===== config.mk =====
export PLATFORM = sky130hd
export DESIGN_NAME = uart_transmitter_flat
export DESIGN_NICKNAME = d
export VERILOG_FILES = /design/src/rtl/uart_transmitter_if.sv /design/src/rtl/uart_transmitter.sv /design/src/flat_wrapper.sv
export SDC_FILE = /design/constraint.sdc
export NUM_CORES = 1
export LEC_CHECK = 0
export BUFFER_PORTS_ARGS = -buffer_cell sky130_fd_sc_hd__clkbuf_2
export CORE_MARGIN = 10
export CORE_UTILIZATION = 63
export CTS_BUF_LIST = sky130_fd_sc_hd__clkbuf_8
export DETAILED_ROUTE_END_ITERATION = 16
export PLACE_DENSITY = 0.81
export SETUP_SLACK_MARGIN = 0.4
export SYNTH_ARGS = -nofsm -noshare
export SYNTH_HDL_FRONTEND = slang
export SYNTH_SLANG_ARGS = --single-unit

===== constraint.sdc =====
create_clock -name i_Clock -period 3.6 [get_ports i_Clock]
set_input_delay 0.54 -clock i_Clock [delete_from_list [all_inputs] [get_ports i_Clock]]
set_output_delay 0.54 -clock i_Clock [all_outputs]
set_load 0.05 [all_outputs]

===== src/rtl/uart_transmitter_if.sv =====
// Byte-write handshake between the core-side debug logic and the UART transmitter.
interface uart_transmitter_if;
   logic       i_Tx_DV;
   logic [7:0] i_Tx_Byte;
   logic       o_Tx_Ready;

   modport master (output i_Tx_DV, output i_Tx_Byte, input  o_Tx_Ready);
   modport slave  (input  i_Tx_DV, input  i_Tx_Byte, output o_Tx_Ready);
endinterface


===== src/rtl/uart_transmitter.sv =====
// Buffered 8N1 UART transmitter: small byte FIFO feeding a start/data/stop serialiser.
module uart_transmitter #(
   parameter int CLOCKS_PER_BIT  = 868,
   parameter int FIFO_DEPTH_LOG2 = 2
) (
   input  logic                i_Clock,
   input  logic                i_Reset_N,
   uart_transmitter_if.slave   tx_if,
   output logic                o_Tx_Serial,
   output logic                o_Tx_Active,
   output logic                o_Tx_Done,
   output logic                o_Fifo_Empty
);

   localparam int                     DEPTH    = 1 << FIFO_DEPTH_LOG2;
   localparam logic [FIFO_DEPTH_LOG2:0]   CNT_FULL = (FIFO_DEPTH_LOG2+1)'(DEPTH);
   localparam logic [FIFO_DEPTH_LOG2:0]   CNT_ONE  = (FIFO_DEPTH_LOG2+1)'(1);
   localparam logic [FIFO_DEPTH_LOG2-1:0] PTR_ONE  = FIFO_DEPTH_LOG2'(1);
   localparam logic [15:0]                CLK_LAST = 16'(CLOCKS_PER_BIT - 1);

   typedef enum logic [2:0] {
      S_IDLE,
      S_START,
      S_DATA,
      S_STOP,
      S_CLEANUP
   } state_t;

   state_t                     state_q;
   logic [7:0]                 fifo_q [DEPTH];
   logic [FIFO_DEPTH_LOG2-1:0] wr_ptr_q;
   logic [FIFO_DEPTH_LOG2-1:0] rd_ptr_q;
   logic [FIFO_DEPTH_LOG2:0]   count_q;
   logic [FIFO_DEPTH_LOG2:0]   count_d;
   logic [7:0]                 shift_q;
   logic [15:0]                clk_cnt_q;
   logic [2:0]                 bit_idx_q;
   logic                       push;
   logic                       pop;
   logic                       bit_last;

   // Ready and empty come straight from the registered count; a same-edge pop
   // never frees a slot for a write on that edge.
   assign tx_if.o_Tx_Ready = (count_q != CNT_FULL);
   assign o_Fifo_Empty     = (count_q == '0);
   assign push             = tx_if.i_Tx_DV && tx_if.o_Tx_Ready;
   assign pop              = (state_q == S_IDLE) && (count_q != '0);
   assign bit_last         = (clk_cnt_q == CLK_LAST);

   // Occupancy update: simultaneous push and pop cancel out.
   always_comb begin
      count_d = count_q;
      if (push && !pop) begin
         count_d = count_q + CNT_ONE;
      end else if (!push && pop) begin
         count_d = count_q - CNT_ONE;
      end
   end

   // FIFO pointers and count; pointers wrap naturally at the depth.
   always_ff @(posedge i_Clock or negedge i_Reset_N) begin
      if (!i_Reset_N) begin
         wr_ptr_q <= '0;
         rd_ptr_q <= '0;
         count_q  <= '0;
      end else begin
         if (push) wr_ptr_q <= wr_ptr_q + PTR_ONE;
         if (pop)  rd_ptr_q <= rd_ptr_q + PTR_ONE;
         count_q <= count_d;
      end
   end

   // FIFO storage and shift register capture; pure data, no reset needed.
   always_ff @(posedge i_Clock) begin
      if (push) fifo_q[wr_ptr_q] <= tx_if.i_Tx_Byte;
      if (pop)  shift_q <= fifo_q[rd_ptr_q];
   end

   // Serialiser FSM; the line value for the next bit is set on the edge that
   // enters it, so every output is registered and aligned to the bit edges.
   always_ff @(posedge i_Clock or negedge i_Reset_N) begin
      if (!i_Reset_N) begin
         state_q     <= S_IDLE;
         o_Tx_Serial <= 1'b1;
         o_Tx_Done   <= 1'b0;
         o_Tx_Active <= 1'b0;
         clk_cnt_q   <= '0;
         bit_idx_q   <= '0;
      end else begin
         case (state_q)
            S_IDLE: begin
               o_Tx_Serial <= 1'b1;
               o_Tx_Done   <= 1'b0;
               bit_idx_q   <= '0;
               if (pop) begin
                  clk_cnt_q   <= '0;
                  o_Tx_Serial <= 1'b0;
                  o_Tx_Active <= 1'b1;
                  state_q     <= S_START;
               end
            end
            S_START: begin
               if (bit_last) begin
                  clk_cnt_q   <= '0;
                  bit_idx_q   <= '0;
                  o_Tx_Serial <= shift_q[0];
                  state_q     <= S_DATA;
               end else begin
                  clk_cnt_q <= clk_cnt_q + 16'd1;
               end
            end
            S_DATA: begin
               if (bit_last) begin
                  clk_cnt_q <= '0;
                  if (bit_idx_q == 3'd7) begin
                     o_Tx_Serial <= 1'b1;
                     state_q     <= S_STOP;
                  end else begin
                     bit_idx_q   <= bit_idx_q + 3'd1;
                     o_Tx_Serial <= shift_q[bit_idx_q + 3'd1];
                  end
               end else begin
                  clk_cnt_q <= clk_cnt_q + 16'd1;
               end
            end
            S_STOP: begin
               if (bit_last) begin
                  clk_cnt_q   <= '0;
                  o_Tx_Done   <= 1'b1;
                  o_Tx_Active <= 1'b0;
                  state_q     <= S_CLEANUP;
               end else begin
                  clk_cnt_q <= clk_cnt_q + 16'd1;
               end
            end
            S_CLEANUP: begin
               o_Tx_Done <= 1'b0;
               state_q   <= S_IDLE;
            end
            default: begin
               o_Tx_Serial <= 1'b1;
               o_Tx_Done   <= 1'b0;
               o_Tx_Active <= 1'b0;
               state_q     <= S_IDLE;
            end
         endcase
      end
   end

endmodule


===== src/flat_wrapper.sv =====
// flat-port wrapper written by rule: the top's interface ports become plain ports
module uart_transmitter_flat 
#(
   parameter int CLOCKS_PER_BIT  = 868,
   parameter int FIFO_DEPTH_LOG2 = 2
)
  (i_Clock, i_Reset_N, o_Tx_Serial, o_Tx_Active, o_Tx_Done, o_Fifo_Empty, tx_if_i_Tx_DV, tx_if_i_Tx_Byte, tx_if_o_Tx_Ready);
  uart_transmitter_if tx_if_i ();
  input  logic i_Clock;
  input  logic i_Reset_N;
  output logic o_Tx_Serial;
  output logic o_Tx_Active;
  output logic o_Tx_Done;
  output logic o_Fifo_Empty;
  input wire logic [$bits(tx_if_i.i_Tx_DV)-1:0] tx_if_i_Tx_DV;
  input wire logic [$bits(tx_if_i.i_Tx_Byte)-1:0] tx_if_i_Tx_Byte;
  output wire logic [$bits(tx_if_i.o_Tx_Ready)-1:0] tx_if_o_Tx_Ready;
  assign tx_if_i.i_Tx_DV = tx_if_i_Tx_DV;
  assign tx_if_i.i_Tx_Byte = tx_if_i_Tx_Byte;
  assign tx_if_o_Tx_Ready = tx_if_i.o_Tx_Ready;
  uart_transmitter #(.CLOCKS_PER_BIT(CLOCKS_PER_BIT), .FIFO_DEPTH_LOG2(FIFO_DEPTH_LOG2)) u_core (.i_Clock(i_Clock), .i_Reset_N(i_Reset_N), .tx_if(tx_if_i), .o_Tx_Serial(o_Tx_Serial), .o_Tx_Active(o_Tx_Active), .o_Tx_Done(o_Tx_Done), .o_Fifo_Empty(o_Fifo_Empty));
endmodule

==> flow_summary_export.csv <==
group,metric,value,unit
setup_path,critPathTopFamily,"simple AND/OR/NAND/NOR gates",
finish,diodes,0,
synth,synth_area_leaders,"edfxtp_1 36%, dfrtp_1 23%, mux4_2 5.3%, a31oi_1 4.3%, ha_1 3.0%",
grt,antenna_found_initial,0,
pwr,pwr-share-clk,29.7,%
die,die_w,93.26,um
drt,drt_iter0_markers,262,
setup_path,critical_path.max_stage_delay,0.75,ns
setup_path,critPathCaptureType,"register",
die,die_area,8697,um^2
synth,syn_avg_cell_area,12.71,um^2
placement,dp_cells,338,
cts,holdBufCountCts,0,
cts,clk_pin_slew,0.08,ns
setup_path,cp_slowest_cell,"or4_4",
timing,max_freq,389.4,MHz
cts,insertion_delay,0.34,ns
placement,dp_hpwl,4088,um
setup_path,startpoint,"u_core.clk_cnt_q[0]$_DFFE_PN0P_",
grt,grt_max_degree,36,
setup_path,critPathRequiredTime,3.83,ns
placement,place_congestion,0.8253,
synth,synth_cell_types,47,
timing,fin_crit_sh,71.33,%
synth,syn_nets,286,
pwr,comb_power_share,14.5,%
finish,nNetsFinal,299,
synth,yosys.area.top_type_share,35.53,%
timing,whs,0.2666,ns
grt,grt_pass1_vias,2164,
pwr,sw_frac_of_total,28.04,%
finish,area_growth,8.475,%
pwr,peakVddDrop,435.6,uV
hold_path,hold_path_class,"primary input to asynchronous set/reset pin",
grt,gr-total-overflow,0,
timing,slew_headroom,27.90,%
cts,cts_made_buffers,9,
grt,grt_pass1_wl,10450,um
synth,ys.flop_type,"edfxtp_1",
pwr,power.switching,521.3,uW
drt,routed_wl,6005,um
cts,clock_sinks,72,
timing,clock_skew,0.007594,ns
finish,fill_cells,374,
synth,synth_area,3381,um^2
timing,setup_viol,0,
flow_run,cap_violations,0,
cts,clock_path_buffers,2,
pwr,power_density,506.9,nW/um^2
cts,cts_root_buf,"clkbuf_8",
setup_path,path_cells,"ha_1, or3b_2, or4_4, a21o_1, mux2_4",
timing,period_minus_slack,2.568,ns
grt,track_usage,14.92,%
cts,post_cts_buffers,0,
die,placementRows,26,
finish,fin_cells,354,
synth,ys_ff_latch,72,
timing,finalSetupTns,0,ns
drt,viasPerCell,6.105,
cts,cts-resized-gates,0,
timing,grt_setup_unrepaired,"no",
setup_path,arrival,2.80,ns
drt,wire_per_inst,16.96,um
drt,drtPass1Iterations,4,
die,dieHeight,93.26,um
synth,synth_enable_flop_cells,40,
drt,drc,0,
synth,synthArstFlopShare,44.44,%
placement,io_buffer_count,15,
finish,drive_above_1_share,17.25,%
synth,synth_cells,266,
cts,cts_tree,"built",
setup_path,path_buf_inv,0,
drt,ant_nets,0,
timing,finalHoldViolations,0,
drt,dr_total_vias,2161,
setup_path,crit_type,"register to register",
pwr,seqPwrFrac,55.8,%
die,core_area,5140,um^2
die,io_pins,16,
outcome,status,"completed",
cts,ctsHtreeMaxLevel,3,
pwr,power.leakage,0.001422,uW
synth,yosysSeqAreaShare,59.25,%
timing,maxSlewViolCount,0,
pwr,power.internal,1338,uW
setup_path,reg2reg_from,"u_core.clk_cnt_q[0]$_DFFE_PN0P_",
timing,worst_pin_slew,1.081,ns
setup_path,worst-path-max-fanout,35,
setup_path,startpoint_type,"register",
synth,yosysTopAreaCell,"edfxtp_1",
synth,synth_warnings,0,
die,start_util,65.77,%
per-stage QoR:
stage	total power (uW)	setup WS (ns)	util, %	instance area, um^2
floorplan	1233	0.6042	-	3386
global placement	1303	1.097	68.01	3496
detailed placement	1332	1.069	68.01	3496
CTS	1876	1.060	71.35	3667
global route	1948	0.9627	71.35	3667
finish	1859	1.032	71.35	3667
final timing paths:
| path | endpoint | slack [ns] | depth (start not counted) |
|---|---|---|---|
| worst max-delay path | u_core.bit_idx_q[0]$_DFFE_PN0P_ | 1.03 | 5 |
| worst min-delay path | u_core.bit_idx_q[1]$_DFFE_PN0P_ | 0.27 | 1 |
| worst max register to register | u_core.bit_idx_q[0]$_DFFE_PN0P_ | 1.03 | 5 |
| worst min register to register | u_core.o_Tx_Serial$_DFFE_PN1P_ | 0.52 | 1 |
| max in group asynchronous | u_core.state_q[0]$_DFFE_PN0P_ | 2.82 | 1 |
| min in group i_Clock | u_core.fifo_q[0][7]$_DFFE_PP_ | 0.41 | 1 |
area by class of cell:
cell class,instances,area [um^2],area share (%)
Sequential cell,72,2003,54.62
Multi-Input combinational cell,169,1277,34.83
Timing Repair Buffer,17,90.09,2.456
Tap cell,70,87.58,2.388
Clock buffer,9,123.9,3.378
Inverter,10,37.54,1.024
Clock inverter,7,47.55,1.296
cells in the mapped netlist, types with 2 or more instances:
master / n
a21o_1: 2
buf_6: 2
or4_4: 2
and4_1: 2
nor4_1: 5
o211ai_1: 2
clkbuf_1: 10
mux2i_1: 6
dfrtp_1: 31
nand4_1: 6
a21oi_1: 7
nand3b_1: 7
xor2_1: 4
ha_1: 8
nor2b_1: 3
buf_2: 2
nand2b_1: 2
nor2_1: 14
o21ai_0: 8
nand2_1: 15
xnor2_1: 3
nand3_1: 10
edfxtp_1: 40
a41oi_1: 3
and3_1: 7
or3b_2: 2
inv_1: 10
mux4_2: 8
nor3_1: 4
mux2_2: 2
a31oi_1: 23
placed cells by master, fill, tap and decap left out, drive strengths merged, types with 2 or more instances in the layout:
| cell type | n |
|---|---|
| mux2i | 6 |
| nor4 | 5 |
| and3 | 7 |
| nand3 | 10 |
| xnor2 | 3 |
| a21oi | 7 |
| a21o | 2 |
| ha | 8 |
| edfxtp | 40 |
| a31oi | 23 |
| mux4 | 8 |
| o21ai | 8 |
| buf | 2 |
| a41oi | 3 |
| clkbuf | 24 |
| nor2b | 3 |
| or4 | 3 |
| clkinvlp | 3 |
| nor2 | 14 |
| nand2b | 2 |
| nor3 | 4 |
| dfrtp | 31 |
| o211ai | 2 |
| or3b | 2 |
| mux2 | 3 |
| nand3b | 7 |
| nand2 | 15 |
| clkinv | 3 |
| nand4 | 6 |
| inv | 11 |
| xor2 | 4 |
| and4 | 2 |
logic make-up after synthesis:
kind of cell | synth area share, %
xor+xnor | 1.814
mux | 8.216
flops | 59.25
fa+ha+maj | 3.553
buf+inv | 3.294
simple gates | 13.99
compound gates | 9.882
power by group through the flow:
stage	combinational, uW	clock [uW]	sequential [uW]
6_report	269	553	1040
5_1_grt	302	599	1050
4_1_cts	277	561	1040
3_5_place_dp	276	0	1060
3_3_place_gp	256	0	1050
2_1_floorplan	194	0	1040
state kept, by name, indices dropped and copies added, names as in the netlist:
| signal | cells |
|---|---|
| u_core.fifo_q | 32 |
| u_core.clk_cnt_q | 16 |
| u_core.shift_q | 8 |
| u_core.bit_idx_q | 3 |
| u_core.count_q | 3 |
| u_core.state_q | 3 |
| u_core.rd_ptr_q | 2 |
| u_core.wr_ptr_q | 2 |
| u_core.o_Tx_Active | 1 |
| u_core.o_Tx_Done | 1 |
| u_core.o_Tx_Serial | 1 |
per-layer routing:
layer  vias to the layer above  wire length, um  GRT usage [%]
li1                       1051                -              -
met1                      1050             2748          19.79
met2                        54             2858          23.32
met3                         6              332          4.077
met4                         0               67          4.627
met5                         -                0              0
No activity file was read; power rests on OpenSTA's default activity.
